<file path="src/rtl/clock_set_controller.sv">
// Time-setting sequencer for the 24 h clock counter: freezes the counter, lets the
// user edit hours then minutes with single-cycle buttons, and writes back with a load strobe.
module clock_set_controller #(
   parameter int unsigned HOUR_MAX  = 23,
   parameter int unsigned MIN_MAX   = 59,
   parameter int unsigned TIMEOUT_S = 10
) (
   input  logic       clk,
   input  logic       reset,
   input  logic       tick,
   input  logic       btn_mode,
   input  logic       btn_inc,
   input  logic       btn_dec,
   input  logic       btn_cancel,
   input  logic [4:0] cur_hour,
   input  logic [5:0] cur_min,
   output logic       hold,
   output logic       load,
   output logic [4:0] load_hour,
   output logic [5:0] load_min,
   output logic [5:0] load_sec,
   output logic       edit_hour,
   output logic       edit_min,
   output logic       blink
);

   localparam int unsigned HW = 5;
   localparam int unsigned MW = 6;
   localparam int unsigned SW = 6;
   localparam int unsigned CW = $clog2(TIMEOUT_S + 1);

   typedef enum logic [1:0] {RUN, EDIT_HOUR, EDIT_MIN, COMMIT} state_t;

   state_t        state, state_nxt;
   logic [CW-1:0] tmo_cnt, tmo_cnt_nxt;
   logic [HW-1:0] hour_nxt;
   logic [MW-1:0] min_nxt;
   logic          blink_nxt;
   logic          adj_c, editing_c, timeout_c;

   // inc and dec together cancel out and do not count as activity
   assign adj_c     = btn_inc ^ btn_dec;
   assign editing_c = (state == EDIT_HOUR) || (state == EDIT_MIN);
   assign timeout_c = editing_c && tick && !btn_cancel && !btn_mode && !adj_c &&
                      ((tmo_cnt + CW'(1)) == CW'(TIMEOUT_S));

   always_ff @(posedge clk or posedge reset) begin
      if (reset) state <= RUN;
      else       state <= state_nxt;
   end

   always_comb begin
      state_nxt = state;
      case (state)
         RUN: begin
            if (!btn_cancel && btn_mode) state_nxt = EDIT_HOUR;
         end
         EDIT_HOUR: begin
            if (btn_cancel)     state_nxt = RUN;
            else if (btn_mode)  state_nxt = EDIT_MIN;
            else if (timeout_c) state_nxt = RUN;
         end
         EDIT_MIN: begin
            if (btn_cancel)     state_nxt = RUN;
            else if (btn_mode)  state_nxt = COMMIT;
            else if (timeout_c) state_nxt = RUN;
         end
         default: state_nxt = RUN;
      endcase
   end

   // shadow time, blink phase and inactivity counter for the next cycle
   always_comb begin
      hour_nxt    = load_hour;
      min_nxt     = load_min;
      blink_nxt   = 1'b0;
      tmo_cnt_nxt = '0;
      case (state)
         RUN: begin
            if (state_nxt == EDIT_HOUR) begin
               hour_nxt = cur_hour;
               min_nxt  = cur_min;
            end
         end
         EDIT_HOUR, EDIT_MIN: begin
            if (!btn_cancel && !btn_mode) begin
               if (adj_c && state == EDIT_HOUR) begin
                  if (btn_inc) hour_nxt = (load_hour >= HW'(HOUR_MAX)) ? '0 : load_hour + HW'(1);
                  else         hour_nxt = (load_hour == '0) ? HW'(HOUR_MAX) : load_hour - HW'(1);
               end
               if (adj_c && state == EDIT_MIN) begin
                  if (btn_inc) min_nxt = (load_min >= MW'(MIN_MAX)) ? '0 : load_min + MW'(1);
                  else         min_nxt = (load_min == '0) ? MW'(MIN_MAX) : load_min - MW'(1);
               end
               blink_nxt   = tick ? ~blink : blink;
               tmo_cnt_nxt = adj_c ? '0 : (tick ? tmo_cnt + CW'(1) : tmo_cnt);
               if (timeout_c) begin
                  blink_nxt   = 1'b0;
                  tmo_cnt_nxt = '0;
               end
            end
         end
         default: ;
      endcase
   end

   always_ff @(posedge clk or posedge reset) begin
      if (reset) begin
         hold      <= 1'b0;
         load      <= 1'b0;
         load_hour <= '0;
         load_min  <= '0;
         edit_hour <= 1'b0;
         edit_min  <= 1'b0;
         blink     <= 1'b0;
         tmo_cnt   <= '0;
      end else begin
         hold      <= (state_nxt != RUN);
         load      <= (state_nxt == COMMIT);
         load_hour <= hour_nxt;
         load_min  <= min_nxt;
         edit_hour <= (state_nxt == EDIT_HOUR);
         edit_min  <= (state_nxt == EDIT_MIN);
         blink     <= blink_nxt;
         tmo_cnt   <= tmo_cnt_nxt;
      end
   end

   // seconds always restart from zero at commit
   assign load_sec = SW'(0);

endmodule

</file>
<file path="config.mk">
export PLATFORM = sky130hd
export DESIGN_NAME = clock_set_controller
export DESIGN_NICKNAME = d
export VERILOG_FILES = /design/src/rtl/clock_set_controller.sv
export SDC_FILE = /design/constraint.sdc
export NUM_CORES = 1
export LEC_CHECK = 0
export ABC_CLOCK_PERIOD_IN_PS = 2650
export CORE_UTILIZATION = 40
export DETAILED_ROUTE_END_ITERATION = 10
export GPL_ROUTABILITY_DRIVEN = 0
export GPL_TIMING_DRIVEN = 0
export MAX_ROUTING_LAYER = met4
export PLACE_DENSITY = 0.66
export SETUP_SLACK_MARGIN = 0.05
export SYNTH_ARGS = -nofsm -noshare
export SYNTH_HDL_FRONTEND = slang
export SYNTH_SLANG_ARGS = --single-unit
</file>
<file path="constraint.sdc">
create_clock -name clk -period 2.65 [get_ports clk]
set_input_delay 0.795 -clock clk [delete_from_list [all_inputs] [get_ports clk]]
set_output_delay 0.795 -clock clk [all_outputs]
set_load 0.01 [all_outputs]
</file>
==> results.cfg, run 1 <==
[cts]
post_cts.repair.setup_buffers = 0
htreeDepth = 1
cts.clk_slew.worst_paths_ns = 0.09
cts-buffers-inserted = 3
cts_tree = done
insertion_delay_ns = 0.27
cts_sinks = 22
cts_root_buf = clkbuf_8
cts_max_path_buffers = 2

[global_routing]
antenna_found_initial = 0
grt_pass1_vias = 1446
globalRouteTotalUtil = 0.194
overflow = 0
grt_pass1_wl_mm = 6.78
grt_max_degree = 23

[power]
power_mw = 2.53
powerDensity_nw_per_um2 = 1110
ir_drop_v = 0.000563
p_leak_nw = 0.983

[min_path]
min-delay-start = blink$_DFFE_PP0P_
whs_endpoint = blink$_DFFE_PP0P_
worstHoldPathCells = 2
hp-class = flop to flop

[floorplan]
die_width_um = 68.9
start_util = 0.431
rows = 23
io-pin-count = 40
die_h_um = 68.9
die-area_um2 = 4740
core_um2 = 4140

[sta]
finClkSkew_ns = 0.00241
drv_slew = 0
relSlewSlack = 0.414
worst_slack_ns = 0.200
setup_viol = 0
fmax_mhz = 408
min_period_ns = 2.45
rsz0062_at_grt = no
fin_crit_sh = 0.924
final_hold_viol_count = 0
worst_pin_slew_ns = 0.878

[yosys]
ys.flop_type = dfrtp_1
ys_seq_elements = 22
ys_types = 51
yosysWarnings = 0
postSynthCellCount = 223
netlist_area_um2 = 1790
async_flop_share = 1.00
synth-seq-area-share = 0.308
synth_edf_count = 0
syn_avg_cell_area_um2 = 8.02

[setup_path]
critPathKind = input port to flop
crit_path_cell_trace = clkdlybuf4s50_1 > and2b_2 > o221ai_1 > a211o_1 > buf_2 > a221oi_1 > a21oi_1
slowest_delay_ns = 0.59
crit_slowest_cell = clkdlybuf4s50_1
timing.rr.start = state[1]$_DFF_PP0_
startpoint_type = input port
rr_endpoint = edit_hour$_DFF_PP0_
r2r_setup_slack_ns = 0.35
endpoint_kind = flop
reg2reg_depth = 8
crit_arrival_ns = 2.60
worst_ep_required_time_ns = 2.80
crit_fanout = 10

[route]
wire_per_inst_um = 13.0
vias_per_cell = 5.50
ant_nets = 0
wirelength_mm = 4.08
dr.first_iter.drc_count = 102
dr.pass1.iters = 4
vias = 1734
drc = 0

[finish]
final_area_um2 = 2270
area_growth_pct = 27.2
multi_input_area_um2 = 1100
fin_util = 0.549
instances_no_fill = 315
antenna_cells = 0
ff_latch_area_um2 = 551
final_nets = 295
fill_cells = 414
drive_above_1_share = 0.0755

[placed_design]
place_inst = 311
pre_cts_ws_ns = -0.129
io_buffers = 33
post_dp_cell_area_um2 = 2200
hpwl_mm = 2.93

[outcome]
status = complete, no violations

[flow_run]
maxCapViolCount = 0
[sequential cells by signal, summed over array words and instances, names as in the netlist]
name       count
load_min       6
load_hour      5
tmo_cnt        4
state          2
blink          1
edit_hour      1
edit_min       1
hold           1
load           1
[layout by cell type, fill, tap and decap left out, types with 3 or more instances in the layout]
cell              n
a211o_1           4
a21o_1            4
a21oi_1          19
a31oi_1           5
buf_4             7
clkbuf_1          7
clkbuf_8          3
clkdlybuf4s50_1  33
conb_1            6
dfrtp_1          22
ha_1             11
inv_1            16
mux2i_1           3
nand2_1          19
nand2b_1          3
nand3_1           8
nor2_1           16
nor3_1            3
o211ai_1          3
o21ai_0          22
o31ai_1           3
xnor2_1           4
xor2_1            4
[cell type report]
cell class,instances,area share
multi-input combinational,172,0.484
sequential,22,0.242
timing repair buffer,33,0.145
buffer,18,0.0429
tap,50,0.0275
inverter,16,0.0264
clock buffer,3,0.0182
clock inverter,1,0.0132
[cells in the mapped netlist (2+ instances only)]
cell type  instances  area (um^2)
o22a_1             2         17.5
nand2_1           19         71.3
nand4_1            2         12.5
nor2b_1            2         12.5
ha_1              11          138
o22ai_1            2         12.5
nand3_1            8         40.0
nand2b_1           3         18.8
a21oi_1           19         95.1
mux2i_1            3         30.0
a221oi_1           2         17.5
nor4_1             2         12.5
dfrtp_1           22          551
a31oi_1            5         31.3
buf_2              2         10.0
o211ai_1           3         22.5
o21ai_0           22          110
a211oi_1           2         15.0
inv_1             16         60.1
buf_4              7         52.6
a21o_1             4         30.0
nor3_1             3         15.0
a211o_1            4         35.0
xnor2_1            4         35.0
clkbuf_1           8         30.0
xor2_1             4         35.0
nor2_1            16         60.1
o31ai_1            3         22.5
[worst max-delay path: cells and delay by family]
family          cells  cell delay [ns]
compound gates      4             0.78
simple gates        1             0.24
buf+inv             2             0.78
[logic make-up after synthesis]
| logic type | share of synthesized area |
|---|---|
| and+or+nand+nor | 0.190 |
| adders and majority gates | 0.0770 |
| muxes | 0.0168 |
| buffers and inverters | 0.0875 |
| xor gates and xnor gates | 0.0392 |
| AOI/OAI and AO/OA | 0.280 |
| other | 0.00210 |
| DFF | 0.308 |
[worst max-delay path by stage]
stage                                  start                       to  slack (ns)  cells past startpoint
final                               btn_mode  load_min[0]$_DFFE_PP0P_        0.20                      7
after global placement              btn_mode  load_min[0]$_DFFE_PP0P_       -0.13                      7
after floorplan           state[0]$_DFF_PP0_  load_min[0]$_DFFE_PP0P_        0.55                     10
after CTS                           btn_mode  load_min[0]$_DFFE_PP0P_        0.15                      7
after detailed placement            btn_mode  load_min[0]$_DFFE_PP0P_       -0.13                      7
after global routing                btn_mode  load_min[0]$_DFFE_PP0P_        0.07                      7
[report_power, final]
part / internal (mW) / switching [mW]
clock: 0.202 / 0.126
sequential: 0.464 / 0.149
combinational: 0.729 / 0.862
total: 1.39 / 1.14
[stage by stage]
stage,hold slack [ns],TNS (ns)
CTS,0.544,0
floorplan,0.544,0
detailed placement,0.530,-0.625
global route,0.569,0
finish,0.541,0
global placement,0.531,-0.460
[what timing repair did]
item | CTS | global route
setup endpoints to repair | 0 | 1
endpoints found under the hold margin | 0 | 0
hold buffers | 0 | 0
gates resized for setup | 0 | 3
[metal layers]
layer,wire length (um),global-route usage
met2,1820,0.296
met1,2090,0.277
met5,0,-
met3,155,0.0247
met4,13,0.0306
Power figures use the tool's default switching activity.
==> run 2, diff against run 1 <==
--- a/config.mk
+++ b/config.mk
@@ -11,5 +11,4 @@
 export GPL_ROUTABILITY_DRIVEN = 0
 export GPL_TIMING_DRIVEN = 0
-export MAX_ROUTING_LAYER = met4
 export PLACE_DENSITY = 0.66
 export SETUP_SLACK_MARGIN = 0.05
==> constraint.sdc (replaced) <==
create_clock -name clk -period 2.65 [get_ports clk]
set_input_delay 0.53 -clock clk [delete_from_list [all_inputs] [get_ports clk]]
set_output_delay 0.53 -clock clk [all_outputs]
set_load 0.01 [all_outputs]
==> run 2 against run 1 <==
Effect of this change:
- sequential cell count did not move
- critical endpoint is now edit_hour$_DFF_PP0_
- clock-buffer cell count did not move
- largest power group unchanged
- first-iteration DRC count rose by 14%
- clock skew rose by 0.0019 ns
- setup slack improved by 0.15 ns
- global-route usage fell by 0.53 points
- via count barely moved
- power fell by 0.29%
==> results.cfg, run 2 (synthesis results as in run 1) <==
[floorplan]
die_h_um = 68.9
die-area_um2 = 4740
start_util = 0.431
die_width_um = 68.9
core_um2 = 4140
io-pin-count = 40
rows = 23

[sta]
fmax_mhz = 435
final_hold_viol_count = 0
fin_crit_sh = 0.867
relSlewSlack = 0.412
finClkSkew_ns = 0.00430
hold_ws_ns = 0.539
setup_viol = 0
timing.setup.tns_ns = 0
min_period_ns = 2.30
worst_slack_ns = 0.353
worst_pin_slew_ns = 0.881
rsz0062_at_grt = no
drv_slew = 0

[cts]
cts_root_buf = clkbuf_8
post_cts.repair.setup_buffers = 0
cts-buffers-inserted = 3
insertion_delay_ns = 0.27
htreeDepth = 1
cts-resized-gates = 0
cts.clk_slew.worst_paths_ns = 0.09
cts_hold_buffers = 0
cts_max_path_buffers = 2
cts_tree = done
cts_sinks = 22

[setup_path]
critPathKind = flop to flop
startpoint_type = flop
endpoint_kind = flop
worst_ep_required_time_ns = 2.86
crit_arrival_ns = 2.51
crit_fanout = 9
reg2reg_depth = 8

[finish]
multi_input_area_um2 = 1100
top_regs = load_min (6), load_hour (5), tmo_cnt (4)
final_nets = 295
fin_util = 0.548
mostFrequentLayoutCell = clkdlybuf4s50_1
fill_cells = 415
final_cell_mix = clkdlybuf4s50_1, o21ai_0, dfrtp_1, a21oi_1, nand2_1
area_growth_pct = 27.1
largest-register = load_min
largest_register_ffs = 6
drive_above_1_share = 0.0717
antenna_cells = 0
ff_latch_area_um2 = 551

[min_path]
worstHoldPathCells = 2
hp-class = flop to flop

[flow_run]
maxCapViolCount = 0

[power]
p_int_mw = 1.39
p_sw_frac = 0.448
p_clk_frac = 0.128
p_sw_mw = 1.13
ir_drop_v = 0.000556
p_leak_nw = 0.983
p_comb_frac = 0.629
powerDensity_nw_per_um2 = 1110
p_seq_frac = 0.242

[route]
dr.pass1.iters = 4
vias_per_cell = 5.51
wire_per_inst_um = 12.9
ant_nets = 0
drc = 0
wirelength_mm = 4.06
dr.first_iter.drc_count = 116
vias = 1735

[global_routing]
grt_pass1_vias = 1448
grt_pass1_wl_mm = 6.78
overflow = 0
grt_max_degree = 23
antenna_found_initial = 0
globalRouteTotalUtil = 0.188

[placed_design]
pre_cts_ws_ns = 0.136
hpwl_mm = 2.93
io_buffers = 33

[outcome]
status = complete, no violations
==> run 2: cell counts in the layout (fill, tap and decap cells not counted) <==
Identical to the previous run, type by type.
==> run 2: through the flow <==
stage	instances	instance area (um^2)	power (mW)
2_1_floorplan	228	1810	1.70
3_3_place_gp	311	2200	2.18
3_5_place_dp	311	2200	2.19
4_1_cts	315	2270	2.53
5_1_grt	315	2270	2.77
6_report	315	2270	2.52
==> run 2: layout make-up <==
class                      instances  share of cell area
clock buffer                       3              0.0182
inverter                          16              0.0264
clock inverter                     1              0.0132
sequential                        22               0.242
multi-input combinational        172               0.484
timing repair buffer              33               0.145
buffer                            18              0.0430
tap                               50              0.0275
==> run 2: path summary, 6_finish.rpt <==
path	start	end	slack (ns)
setup / recovery	state[1]$_DFF_PP0_	edit_hour$_DFF_PP0_	0.35
hold / removal	blink$_DFFE_PP0P_	blink$_DFFE_PP0P_	0.54
setup reg to reg	state[1]$_DFF_PP0_	edit_hour$_DFF_PP0_	0.35
hold reg to reg	blink$_DFFE_PP0P_	blink$_DFFE_PP0P_	0.54
max in group asynchronous	reset	load_min[1]$_DFFE_PP0P_	1.36
min in group asynchronous	reset	state[0]$_DFF_PP0_	0.74
==> run 2: power groups by stage <==
| stage | Combinational [mW] | Clock [mW] | Sequential (mW) |
|---|---|---|---|
| after floorplan | 1.06 | 0 | 0.637 |
| after global placement | 1.57 | 0 | 0.616 |
| after detailed placement | 1.58 | 0 | 0.614 |
| after CTS | 1.59 | 0.333 | 0.609 |
| after global routing | 1.78 | 0.354 | 0.637 |
| final | 1.59 | 0.324 | 0.612 |
==> run 2: layer usage <==
metal  vias to the layer above  wire [um]  global-route usage
met5                         -          0                   0
met4                         0         13              0.0306
met3                         2        216              0.0296
met2                        57       1820               0.296
met1                       798       2010               0.274
li1                        878          -                   -
==> run 2: worst max-delay path, cell delays in order, from the launching register on <==
cell	delay [ns]
dfrtp_1	0.46
inv_1	0.09
ha_1	0.28
buf_4	0.15
or3b_4	0.39
or2_4	0.26
nor4b_2	0.23
a31o_2	0.24
nor2b_2	0.14
